`config.mk`:
```
export PLATFORM = sky130hd
export DESIGN_NAME = hazard_scoreboard
export DESIGN_NICKNAME = d
export VERILOG_FILES = /design/src/rtl/hazard_scoreboard.sv
export SDC_FILE = /design/constraint.sdc
export NUM_CORES = 1
export LEC_CHECK = 0
export ABC_AREA = 1
export BUFFER_PORTS_ARGS = -buffer_cell sky130_fd_sc_hd__buf_2
export CORE_MARGIN = 10
export CORE_UTILIZATION = 54
export CTS_BUF_LIST = sky130_fd_sc_hd__clkbuf_8
export CTS_CLUSTER_DIAMETER = 100
export DETAILED_ROUTE_END_ITERATION = 8
export PLACE_DENSITY = 0.81
export SKIP_LAST_GASP = 1
export SLEW_MARGIN = 20
export SYNTH_ARGS = -nofsm -noshare
export SYNTH_HDL_FRONTEND = slang
export SYNTH_SLANG_ARGS = --single-unit
```
`constraint.sdc`:
```
create_clock -name clk -period 1.7 [get_ports clk]
set_input_delay 0.34 -clock clk [delete_from_list [all_inputs] [get_ports clk]]
set_output_delay 0.34 -clock clk [all_outputs]
set_load 0.02 [all_outputs]
```
`src/rtl/hazard_scoreboard.sv`:
```
// Hazard unit for the in-order pipeline: tracks in-flight register writes from EX to WB
// and drives PC / IF-ID / ID-EX stall, bubble, flush and bypass-select controls.
module hazard_scoreboard #(
  parameter int ADDR_W    = 3,
  parameter int DEPTH     = 3,
  parameter int FWD       = 0,
  parameter int RF_BYPASS = 1,
  parameter int CNT_W     = 16,
  localparam int SEL_W    = $clog2(DEPTH + 1)
) (
  input  logic              clk,
  input  logic              rst,
  input  logic              id_valid,
  input  logic [ADDR_W-1:0] id_rs1,
  input  logic [ADDR_W-1:0] id_rs2,
  input  logic              id_rs1_used,
  input  logic              id_rs2_used,
  input  logic [ADDR_W-1:0] id_rd,
  input  logic              id_rd_wr,
  input  logic              id_is_load,
  input  logic              br_flush,
  output logic              pc_wr,
  output logic              if_id_wr,
  output logic              if_id_flush,
  output logic              nop,
  output logic [SEL_W-1:0]  fwd_a,
  output logic [SEL_W-1:0]  fwd_b,
  output logic [CNT_W-1:0]  stall_cnt
);

  // With a write-through register file the WB entry is already visible to decode.
  localparam int LAST = (RF_BYPASS != 0) ? DEPTH - 2 : DEPTH - 1;

  logic [DEPTH-1:0]  v_q, ld_q;
  logic [ADDR_W-1:0] rd_q [DEPTH];
  logic [CNT_W-1:0]  stall_cnt_q, stall_cnt_d;

  logic             hit_a, hit_b, hz, stall;
  logic [SEL_W-1:0] idx_a, idx_b;

  // Scan oldest to youngest so the lowest matching stage is the one left standing.
  always_comb begin
    // NOTE: every comb output gets a default first, otherwise a latch is inferred.
    hit_a = 1'b0;
    hit_b = 1'b0;
    idx_a = '0;
    idx_b = '0;
    for (int k = LAST; k >= 0; k--) begin
      if (id_rs1_used && v_q[k] && (rd_q[k] == id_rs1)) begin
        hit_a = 1'b1;
        idx_a = SEL_W'(k + 1);
      end
      if (id_rs2_used && v_q[k] && (rd_q[k] == id_rs2)) begin
        hit_b = 1'b1;
        idx_b = SEL_W'(k + 1);
      end
    end
  end

  always_comb begin
    if (FWD != 0)
      hz = id_valid && ld_q[0] &&
           ((hit_a && idx_a == SEL_W'(1)) || (hit_b && idx_b == SEL_W'(1)));
    else
      hz = id_valid && (hit_a || hit_b);
  end

  // A taken branch kills the ID instruction, so its hazard never stalls.
  assign stall       = hz && !br_flush;
  assign pc_wr       = !stall;
  assign if_id_wr    = !stall;
  assign if_id_flush = br_flush;
  assign nop         = stall || br_flush || !id_valid;

  // Selects are zeroed whenever ID/EX receives a bubble; the bypass would be unused.
  assign fwd_a = (FWD != 0 && !nop) ? idx_a : '0;
  assign fwd_b = (FWD != 0 && !nop) ? idx_b : '0;

  always_comb begin
    stall_cnt_d = stall_cnt_q;
    if (stall && stall_cnt_q != {CNT_W{1'b1}})
      stall_cnt_d = stall_cnt_q + 1'b1;
  end

  // NOTE: the tag array is tiny control state, so the whole array is reset rather than
  // relying on v alone; a stale rd could otherwise alias after reset in a sloppy edit.
  always_ff @(posedge clk or posedge rst) begin
    if (rst) begin
      // NOTE: sequential state uses non-blocking assignment so the shift reads old values.
      v_q         <= '0;
      ld_q        <= '0;
      stall_cnt_q <= '0;
      for (int k = 0; k < DEPTH; k++) rd_q[k] <= '0;
    end else begin
      v_q         <= {v_q[DEPTH-2:0], id_valid && id_rd_wr && !nop};
      ld_q        <= {ld_q[DEPTH-2:0], id_is_load};
      stall_cnt_q <= stall_cnt_d;
      for (int k = DEPTH - 1; k > 0; k--) rd_q[k] <= rd_q[k-1];
      rd_q[0]     <= id_rd;
    end
  end

  assign stall_cnt = stall_cnt_q;

endmodule

```
After elaboration in Yosys (flattened, before gate mapping):

Cells that the tools add are included.
Widths: inputs -> output; s select.

* output and inout bits: 24
* ROM bits: 0
* logic and storage cells: 34
* flip-flop bits (word level): 24
* bits of input ports: 17
* bits in latches: 0
* bits in writable memories: 0
* memories kept: 0

* multiply operators: 0
* equality and inequality tests: 5
* shift operators: 0
* divide/modulo/power cells: 0
* order comparisons: 0
* $add $sub $neg: 1
* reductions and logical operators: 20
* bitwise gates (word level): 0
* mux-type cells: 4

Operators with widths (count)
* $add 16x1->16 const B: 1
* $ne 16x16->1 const B: 1
* $logic_and 1x1->1: 13
* $eq 3x3->1: 4
* $logic_not 1->1: 4
* $mux 1: 4
* $logic_or 1x1->1: 3

Depth between registers and ports, before layout:

* depth after elaboration: 11
* depth in mapped cells: 11
* depth with buffers taken out: 10

Worst setup path after synthesis:

OpenSTA, ideal clock, no wires.

* kind: register -> output
* start point: register rd_q[6] (netlist bit)
* end point: output port pc_wr
* arrival: 1.422 ns
* stages on the path, launching flop included: 10
* setup slack: -0.062 ns
* data required time: 1.360 ns
* buffers on the path: 2
* cells stage by stage: dfrtp_1 -> inv_1 -> nand2_1 -> nand3_1 -> nor2_1 -> nor2_1 -> nand2_2 -> buf_2 -> nand2_1 -> buf_4

* longest elaborated chain between the ends: 7
* elaborated cells on any way between the ends: 10
* classes of those cells: eq/ne: 2; mux: 2; reduce/logical: 6

RTL lines
* start, declared: RTL line 35 `logic [ADDR_W-1:0] rd_q [DEPTH];`
* $eq 3x3->1, on equally long branches: RTL line 49, 53
* $logic_and 1x1->1, on equally long branches: RTL line 49, 53
* $mux 1, on equally long branches: RTL line 49, 53
* $logic_or 1x1->1 (*): RTL line 65 `hz = id_valid && (hit_a || hit_b);`
* $logic_and 1x1->1 (*): RTL line 65
* $logic_and 1x1->1 (*): RTL line 69 `assign stall = hz && !br_flush;`
* $logic_not 1->1 (*)
* end, declared: RTL line 22 `output logic pc_wr,`

Every way passes the cells marked *; elsewhere a longest branch is shown, timed or not.

Final worst setup path:

* start point: register rd_q[8] (netlist bit)
* end point: output port if_id_wr

* longest elaborated chain between the ends: 7
* elaborated cells on any way between the ends: 10
* classes of those cells: eq/ne: 2; mux: 2; reduce/logical: 6

RTL lines
* $eq 3x3->1, on equally long branches: RTL line 49, 53
* $logic_and 1x1->1, on equally long branches: RTL line 49, 53
* $mux 1, on equally long branches: RTL line 49, 53
* $logic_or 1x1->1 (*): RTL line 65
* $logic_and 1x1->1 (*): RTL line 65
* $logic_and 1x1->1 (*): RTL line 69
* $logic_not 1->1 (*): RTL line 71 `assign if_id_wr = !stall;`
* end, declared: RTL line 23 `output logic if_id_wr,`

Marked as above.

==> results.sh <==
export IMPL_outcome="finished with violations"
export IMPL_violations="setup timing"
export IMPL_crit_top_cell="nand2_1"
export IMPL_final_common_cell="nand2_1"
export IMPL_cts_buffers=3
export IMPL_hp_class="primary input to asynchronous set/reset pin"
export IMPL_final_min_clock_period_ns=1.77
export IMPL_dieArea_um2=5460
export IMPL_synthCells=224
export IMPL_wl_per_cell_um=13.9
export IMPL_critPathLaunchType="flip-flop"
export IMPL_required_ns=1.36
export IMPL_globalRoute_totalOverflow=0
export IMPL_drt_first_pass_iters=4
export IMPL_num_io_pins=41
export IMPL_vias_per_cell=5.32
export IMPL_fmaxAchievable_mhz=565
export IMPL_hpwl_um=3020
export IMPL_placed_area_um2=1810
export IMPL_utilization_pct=70.4
export IMPL_postLayoutCellArea_um2=1940
export IMPL_ant_nets=0
export IMPL_track_usage_pct=15.4
export IMPL_num_rows=19
export IMPL_drt_initial_drc_count=115
export IMPL_rsz0062_at_grt="yes"
export IMPL_fin_skew_ns=0.00662
export IMPL_grt_pass1_wl_um=6890
export IMPL_slowest_stage="dfrtp_1"
export IMPL_total_power_mw=1.31
export IMPL_path_class="flip-flop to output pin"
export IMPL_placeableCoreArea_um2=2760
export IMPL_port_buffers=35
export IMPL_critPathMaxStageDelay_ns=0.42
export IMPL_cts_buffer_depth=2
export IMPL_ys_ff_latch=24
export IMPL_setup_viol_count_final=3
export IMPL_drive_above_1_share_pct=24.3
export IMPL_cts_root_buf="clkbuf_8"
export IMPL_critical_path_buf_inv_count=2
export IMPL_grt_max_degree=25
export IMPL_h_tree_depth=1
export IMPL_power_leakage_nw=1.05
export IMPL_fin_crit_sh_pct=104
export IMPL_cp_arrival_ns=1.43
export IMPL_slew_violations=0
export IMPL_final_setup_worst_slack_ns=-0.0705
export IMPL_area_growth_pct=23.8
export IMPL_crit_chain="inv_1 > nand2_1 > nand2_1 > nand2_1 > nor2_1 > nor2_2 > nand2_2 > nand2_2 > buf_6"
export IMPL_syn_cell_area_um2=1570
export IMPL_maxCapViolCount=0
export IMPL_clk_latency_ns=0.28
export IMPL_critPathCaptureType="output pin"
export IMPL_netlist_cell_type_count=23
export IMPL_power_per_cell_area_nw_per_um2=673
export IMPL_hold_buffers=0
export IMPL_vdd_ir_drop_max_mv=0.548
export IMPL_n_antenna_cell=0
export IMPL_wl_um=4170
export IMPL_seq_area_frac_synth_pct=38.3
export IMPL_dp_slack_ns=0.0718
export IMPL_final_cell_mix="86 x nand2_1, 32 x buf_2, 24 x dfrtp_1, 23 x inv_1, 19 x nand4_1"
export IMPL_gp_congestion=0.935
export IMPL_critPathTopFamily="simple AND/OR/NAND/NOR gates"
export IMPL_dr_total_vias=1591
export IMPL_grt_pass1_vias=1581
export IMPL_hold_viol=0
export IMPL_cp_max_fo=4
export IMPL_antenna_found_initial=0
export IMPL_nets=287
export IMPL_drt_drc_violations_left=0
export IMPL_die_w_um=73.9
export IMPL_initial_core_util_pct=56.9
export IMPL_syn_area_per_cell_um2=7.00
export IMPL_clkTransAtPathRegs_ns=0.09
export IMPL_yosysWarnings=0
export IMPL_chipHeight_um=73.9
export IMPL_clock_sinks=24
export IMPL_timing_hold_ws_ns=0.0898
export IMPL_tritoncts="built"
==> timing repair <==
action                     CTS  global route
gates cloned                 0             1
setup buffers                2             1
pin swaps                    2             2
gates resized for setup      4             8
setup endpoints to repair    3            19
==> worst reg2reg max path: stages (launching register included) <==
cell,delay [ns]
dfrtp_1,0.42
inv_1,0.08
nand2_1,0.06
nand2_1,0.07
nand2_1,0.06
nor2_1,0.11
nor2_2,0.06
nand2_2,0.09
buf_4,0.16
nand3_2,0.19
nand2_1,0.11
nand2_1,0.05
==> power breakdown <==
group          internal, mW  switching [mW]
registers             0.591          0.0138
clock network         0.315           0.193
logic                0.0731           0.121
total                 0.979           0.328
==> layer usage <==
layer	wire length, um	share of wire (%)	track usage, %
met5	0	0	0
met1	1790	43	18.6
met2	2000	48	25.5
met4	55	1.3	6.63
met3	318	7.6	3.63
==> logic make-up (layout without fill, tap and decap cells) <==
logic type                 Yosys count  count (layout)  synth area share [%]
DFF                                 24              24                  38.3
other                                1               4                 0.239
AOI/OAI and AO/OA                    7               7                  2.23
buffers and inverters               35              75                  10.5
adders and majority gates            1               1                 0.797
and+or+nand+nor                    147             148                  42.9
xor gates and xnor gates             9               9                  5.02
==> through the flow <==
step	instances	setup TNS (ns)
after floorplan	227	0
after global placement	292	0
after detailed placement	292	0
after CTS	298	-0.712
after global routing	299	-0.538
final	299	-0.161
==> path summary, 6_finish.rpt <==
path                                      end  startpoint  slack (ns)  cells past startpoint
worst max-delay path                 if_id_wr     rd_q[8]       -0.07                      9
worst min-delay path             stall_cnt[1]         rst        0.09                      3
worst max register to register  stall_cnt[13]     rd_q[8]        0.14                     11
worst min register to register         v_q[1]      v_q[0]        0.41                      0
max in group asynchronous       stall_cnt[13]         rst        1.37                      3
min in group clk                      rd_q[8]    id_rd[2]        0.16                      1
==> state kept, by name, indices dropped and copies added (netlist names) <==
| signal | count |
|---|---|
| stall_cnt | 16 |
| rd_q | 6 |
| v_q | 2 |
==> cells in the mapped netlist <==
master | count | area [um^2]
nand2_1 | 88 | 330
dfrtp_1 | 24 | 601
inv_1 | 24 | 90.1
nand4_1 | 19 | 119
nor2_1 | 18 | 67.6
nand3_1 | 12 | 60.1
buf_4 | 6 | 45.0
xnor2_1 | 5 | 43.8
a21oi_1 | 4 | 20.0
xor2_1 | 4 | 35.0
buf_2 | 3 | 15.0
o21ai_0 | 3 | 15.0
nand3_2 | 2 | 20.0
nor2_4 | 2 | 22.5
nor3_1 | 2 | 10.0
buf_6 | 1 | 11.3
clkbuf_1 | 1 | 3.75
conb_1 | 1 | 3.75
ha_1 | 1 | 12.5
nand2_2 | 1 | 6.26
nand4_4 | 1 | 21.3
nor3_2 | 1 | 10.0
nor4_1 | 1 | 6.26
==> area by class of cell <==
cell class,count,area (um^2)
Inverter,24,90.1
Fill cell,247,816
Sequential cell,24,601
Timing Repair Buffer,47,297
Clock buffer,3,41.3
Multi-Input combinational cell,169,845
Clock inverter,1,30.0
Tap cell,31,38.8
(Power assumes the default switching activity.)
